<file path="src/rtl/booth_r4_mult.sv">
// Sequential radix-4 Booth multiplier that retires one digit per cycle.
// It handles signed or unsigned operands and keeps an IDLE/RUN/DONE handshake.
module booth_r4_mult #(
    parameter int WIDTH = 16
) (
    input  logic                 clk,
    input  logic                 rst,
    input  logic                 start,
    input  logic                 tc,
    input  logic [WIDTH-1:0]     multiplicand,
    input  logic [WIDTH-1:0]     multiplicator,
    output logic                 busy,
    output logic                 done,
    output logic [2*WIDTH-1:0]   product,
    output logic                 op,
    output logic [1:0]           mux
);
    localparam int unsigned EW = WIDTH + 2;
    localparam int unsigned AW = 2 * WIDTH + 4;
    localparam int unsigned CW = $clog2(WIDTH / 2 + 2);

    typedef enum logic [1:0] {IDLE, RUN, DONE} state_t;

    state_t          state, state_n;
    logic [AW-1:0]   acc, acc_n, xs, addend;
    logic [EW:0]     ys;
    logic [CW-1:0]   cnt, cnt_last;
    logic            tc_r, accept, last, sx, sy;

    assign accept   = start && (state != RUN);
    assign cnt_last = tc_r ? CW'(WIDTH / 2 - 1) : CW'(WIDTH / 2);
    assign last     = (cnt == cnt_last);
    assign sx       = tc & multiplicand[WIDTH-1];
    assign sy       = tc & multiplicator[WIDTH-1];
    assign busy     = (state == RUN);
    assign done     = (state == DONE);

    always_ff @(posedge clk) begin
        if (rst) state <= IDLE;
        else     state <= state_n;
    end

    always_comb begin
        state_n = state;
        case (state)
            IDLE:    if (start) state_n = RUN;
            RUN:     if (last) state_n = DONE;
            DONE:    state_n = start ? RUN : IDLE;
            default: state_n = IDLE;
        endcase
    end

    // Booth digit decode from the low triplet of the shifting multiplicator
    always_comb begin
        op  = 1'b0;
        mux = 2'b00;
        if (state == RUN) begin
            case (ys[2:0])
                3'b001, 3'b010: mux = 2'b01;
                3'b011:         mux = 2'b10;
                3'b100:         begin op = 1'b1; mux = 2'b10; end
                3'b101, 3'b110: begin op = 1'b1; mux = 2'b01; end
                3'b111:         op = 1'b1;
                default:        mux = 2'b00;
            endcase
        end
    end

    // xs already carries the 4^i weight; subtraction is invert plus carry-in
    always_comb begin
        case (mux)
            2'b01:   addend = xs;
            2'b10:   addend = {xs[AW-2:0], 1'b0};
            default: addend = '0;
        endcase
        acc_n = acc + (op ? ~addend : addend) + AW'(op);
    end

    always_ff @(posedge clk) begin
        if (rst) begin
            acc     <= '0;
            xs      <= '0;
            ys      <= '0;
            cnt     <= '0;
            tc_r    <= 1'b0;
            product <= '0;
        end else if (accept) begin
            acc  <= '0;
            xs   <= {{(AW-WIDTH){sx}}, multiplicand};
            ys   <= {{2{sy}}, multiplicator, 1'b0};
            cnt  <= '0;
            tc_r <= tc;
        end else if (state == RUN) begin
            acc <= acc_n;
            xs  <= xs << 2;
            ys  <= ys >> 2;
            if (last) product <= acc_n[2*WIDTH-1:0];
            else      cnt     <= cnt + CW'(1);
        end
    end
endmodule
</file>
<file path="config.mk">
export PLATFORM = sky130hd
export DESIGN_NAME = booth_r4_mult
export DESIGN_NICKNAME = d
export VERILOG_FILES = /design/src/rtl/booth_r4_mult.sv
export SDC_FILE = /design/constraint.sdc
export NUM_CORES = 1
export LEC_CHECK = 0
export CAP_MARGIN = 20
export CORE_ASPECT_RATIO = 0.9
export CORE_MARGIN = 2
export CORE_UTILIZATION = 45
export CTS_CLUSTER_SIZE = 25
export DETAILED_ROUTE_END_ITERATION = 6
export PLACE_DENSITY = 0.79
export SKIP_CTS_REPAIR_TIMING = 1
export SLEW_MARGIN = 20
export SYNTH_ARGS = -nofsm -noshare
export SYNTH_HDL_FRONTEND = slang
export SYNTH_SLANG_ARGS = --single-unit
</file>
<file path="constraint.sdc">
create_clock -name clk -period 4.2 [get_ports clk]
set_input_delay 0.84 -clock clk [delete_from_list [all_inputs] [get_ports clk]]
set_output_delay 0.84 -clock clk [all_outputs]
set_load 0.01 [all_outputs]
</file>
==> flow_summary_export.csv <==
group,metric,value,unit
timing,setup_violations,0,
pwr,p_per_area,332.0,nW/µm²
worst_setup_path,crit_top_cell,"o21a_1",
floorplan,dieArea,17380,µm²
hold_path,hold_class,"flop to flop",
detailed_routing,drcViolationCount,0,
hold_path,hold_start,"product[11]",
final_layout,register_area,2425,µm²
worst_setup_path,end_kind,"flop",
detailed_routing,vias,6747,
pwr,net-switching-power,800.5,µW
final_layout,final_cell_area,8986,µm²
global_route,grt_max_degree,101,
clocking,clock-root-buffer,"clkbuf_16",
timing,slew_violations,0,
yosys,synth_seq_cells,121,
yosys,synth-edff-count,0,
detailed_routing,vias_per_cell,5.679,
yosys,netlist_area,7353,µm²
detailed_routing,drt-total-wl,18860,µm
worst_setup_path,critical_path_buf_inv_count,2,
placement,dp.cells,1153,
yosys,ys_warn_count,0,
final_layout,syn_to_final_growth,22.21,%
clocking,cts.clk_slew.worst_paths,0.06,ns
clocking,cts_tree,"done",
worst_setup_path,critPathRequiredTime,4.50,ns
final_layout,num_antenna_cells,0,
pwr,internal-power,2183,µW
placement,gp_congestion,0.9396,
placement,numPortBuffers,72,
run,drv_cap,0,
final_layout,final_cells,1188,
worst_setup_path,path_cells,"inv_1 > ha_2 > mux2_2 > nand2_2 > inv_2 > ha_4 > nand3b_1 > mux2_4 > fa_2 > a21oi_4 > o21a_1 > o2111ai_4 > a211oi_4 > a32oi_4 > a31oi_4 > o21a_1 > o211ai_1",
pwr,switching_share,26.83,%
yosys,synth_cell_type_count,59,
global_route,first_global_vias,6248,
placement,pre_cts_ws,-0.0007692,ns
timing,worst_slew_pin_slew,1.066,ns
detailed_routing,routedWlPerCell,15.88,µm
timing,slew_headroom,28.73,%
floorplan,die_h,125.3,µm
floorplan,fp-row-count,44,
timing,fmax,248.0,MHz
timing,post-route-period-util,96.00,%
pwr,max-vdd-ir-drop,0.0003079,V
worst_setup_path,critical_path_class,"flop to flop",
timing,layout_min_cycle_time,4.032,ns
placement,place_area,8324,µm²
global_route,grt_usage,21.77,%
pwr,comb_power_share,11.9,%
floorplan,initial_utilization,45.74,%
worst_setup_path,slowest_delay,0.42,ns
worst_setup_path,slowest_stage,"fa_2",
final_layout,multi_input_area,4707,µm²
yosys,async_reset_ff_share,0,%
pwr,leakage,0.003714,µW
global_route,grt_pass1_wl,31120,µm
worst_setup_path,reg2reg_from,"ys[0]",
detailed_routing,ant_nets,0,
floorplan,coreArea,16080,µm²
worst_setup_path,arrival,4.33,ns
final_layout,nFillCells,1443,
clocking,clock_latency,0.43,ns
timing,setup_ws,0.1678,ns
yosys,avgSynthCellArea,8.089,µm²
floorplan,die_x,138.7,µm
yosys,ys_seq_area_share,32.94,%
yosys,syn_nets,986,
yosys,yosys_most_used_dff,"dfxtp_1",
timing,hold_viol,0,
global_route,antenna_found_initial,0,
detailed_routing,drt_iter0_markers,604,
timing,skew,0.008615,ns
yosys,synthCells,909,
detailed_routing,drt-pass1-iter-count,5,
final_layout,layout.nets,1045,
clocking,cts_buffers,17,
clocking,cts_sinks,121,
pwr,pwr-share-clk,46.4,%
worst_setup_path,critPathLaunch,"ys[0]",
final_layout,drive_above_1_share,9.888,%
worst_setup_path,worst_setup_path_start_kind,"flop",
placement,place_hpwl,12940,µm
clocking,cts.htree.levels,4,
worst_setup_path,crit_family,"compound AO/OA/AOI/OAI gates",
pwr,power_frac_seq,41.7,%
global_route,grt-ovfl-total,0,
floorplan,io_pins,73,
outcome,status,"finished, final reports clean",
clocking,cts_buffer_depth,2,
worst_setup_path,worst-path-max-fanout,6,
==> stage by stage <==
step / TNS (ns) / total power (µW) / util, % / hold slack (ns)
finish: 0 / 2983 / 55.90 / 0.4523
global route: -0.01157 / 3096 / 55.90 / 0.4732
CTS: -0.006619 / 2994 / 55.27 / 0.4544
detailed placement: -0.0007692 / 1611 / 51.78 / 0.4473
global placement: 0 / 1602 / 51.78 / 0.4442
floorplan: 0 / 1488 / - / 0.4362
==> cells in the final DEF, fill, tap and decap left out, types with 18 or more instances in the layout <==
| master | count |
|---|---|
| nand2_1 | 121 |
| a211oi_1 | 35 |
| o21ai_0 | 37 |
| a21oi_1 | 83 |
| xor2_1 | 40 |
| dfxtp_1 | 119 |
| buf_4 | 31 |
| mux2i_1 | 36 |
| ha_1 | 37 |
| a21o_1 | 18 |
| nor2_1 | 92 |
| clkdlybuf4s50_1 | 70 |
| a22oi_1 | 32 |
| nand3_1 | 24 |
==> layout make-up <==
| class | instances | area share, % |
|---|---|---|
| clock buffers | 22 | 5.166 |
| clock inverters | 10 | 1.072 |
| inverters | 15 | 0.6266 |
| multi-input cells | 708 | 52.38 |
| flip-flops and latches | 121 | 26.98 |
| well taps | 207 | 2.882 |
| repair buffers | 105 | 10.89 |
==> kinds of logic after synthesis <==
family,synth area share [%]
and+or+nand+nor,18.55
AOI/OAI and AO/OA,25.25
DFF,32.94
buffers and inverters,4.186
xor gates and xnor gates,6.789
adders and majority gates,7.078
muxes,5.207
==> synthesized netlist by cell type (6+ instances only) <==
cell	n	area, µm²
a211oi_1	35	262.8
a21o_1	18	135.1
a21oi_1	84	420.4
a22oi_1	32	240.2
a31oi_1	6	37.54
and3_1	6	37.54
buf_1	7	26.28
buf_2	6	30.03
clkbuf_1	52	195.2
dfxtp_1	121	2422
ha_1	40	500.5
inv_1	14	52.55
mux2i_1	36	360.4
nand2_1	122	457.9
nand3_1	24	120.1
nand4_1	11	68.82
nor2_1	93	349.1
nor3_1	10	50.05
o211ai_1	14	105.1
o21a_1	6	45.04
o21ai_0	37	185.2
or3_1	8	50.05
xnor2_1	16	140.1
xor2_1	41	359.1
==> power groups by stage <==
stage / logic, µW / clock network, µW / registers (µW)
2_1_floorplan: 238 / 0 / 1250
3_3_place_gp: 338 / 0 / 1260
3_5_place_dp: 345 / 0 / 1270
4_1_cts: 347 / 1400 / 1240
5_1_grt: 393 / 1450 / 1250
6_report: 356 / 1380 / 1240
==> registers in the layout, indices dropped and copies added (netlist names) <==
| register | flops |
|---|---|
| cnt | 4 |
| tc_r | 1 |
| acc | 32 |
| ys | 18 |
| state | 2 |
| xs | 32 |
| product | 32 |
==> per-layer routing <==
metal  track usage [%]  part of all wire, %  up-vias
li1                  -                    -     3385
met1             31.27                   48     3117
met2             32.21                   42      217
met3             5.400                  7.8       28
met4             6.833                  1.8        0
met5                 0                    0        -
==> worst paths after layout <==
check                           slack (ns)  cells past startpoint     endpoint
worst max-delay path                  0.17                     17  product[30]
worst min-delay path                  0.45                      2  product[11]
worst max register to register        0.17                     17  product[30]
worst min register to register        0.45                      2  product[11]
==> worst register-to-register path, stage by stage, from the launching register on <==
cell and delay [ns]:
dfxtp_2 0.35, inv_1 0.07, ha_2 0.19, mux2_2 0.27
nand2_2 0.10, inv_2 0.06, ha_4 0.23, nand3b_1 0.21
mux2_4 0.34, fa_2 0.42, a21oi_4 0.16, o21a_1 0.22
o2111ai_4 0.18, a211oi_4 0.32, a32oi_4 0.24, a31oi_4 0.29
o21a_1 0.18, o211ai_1 0.10
Power figures use the tool's default switching activity.
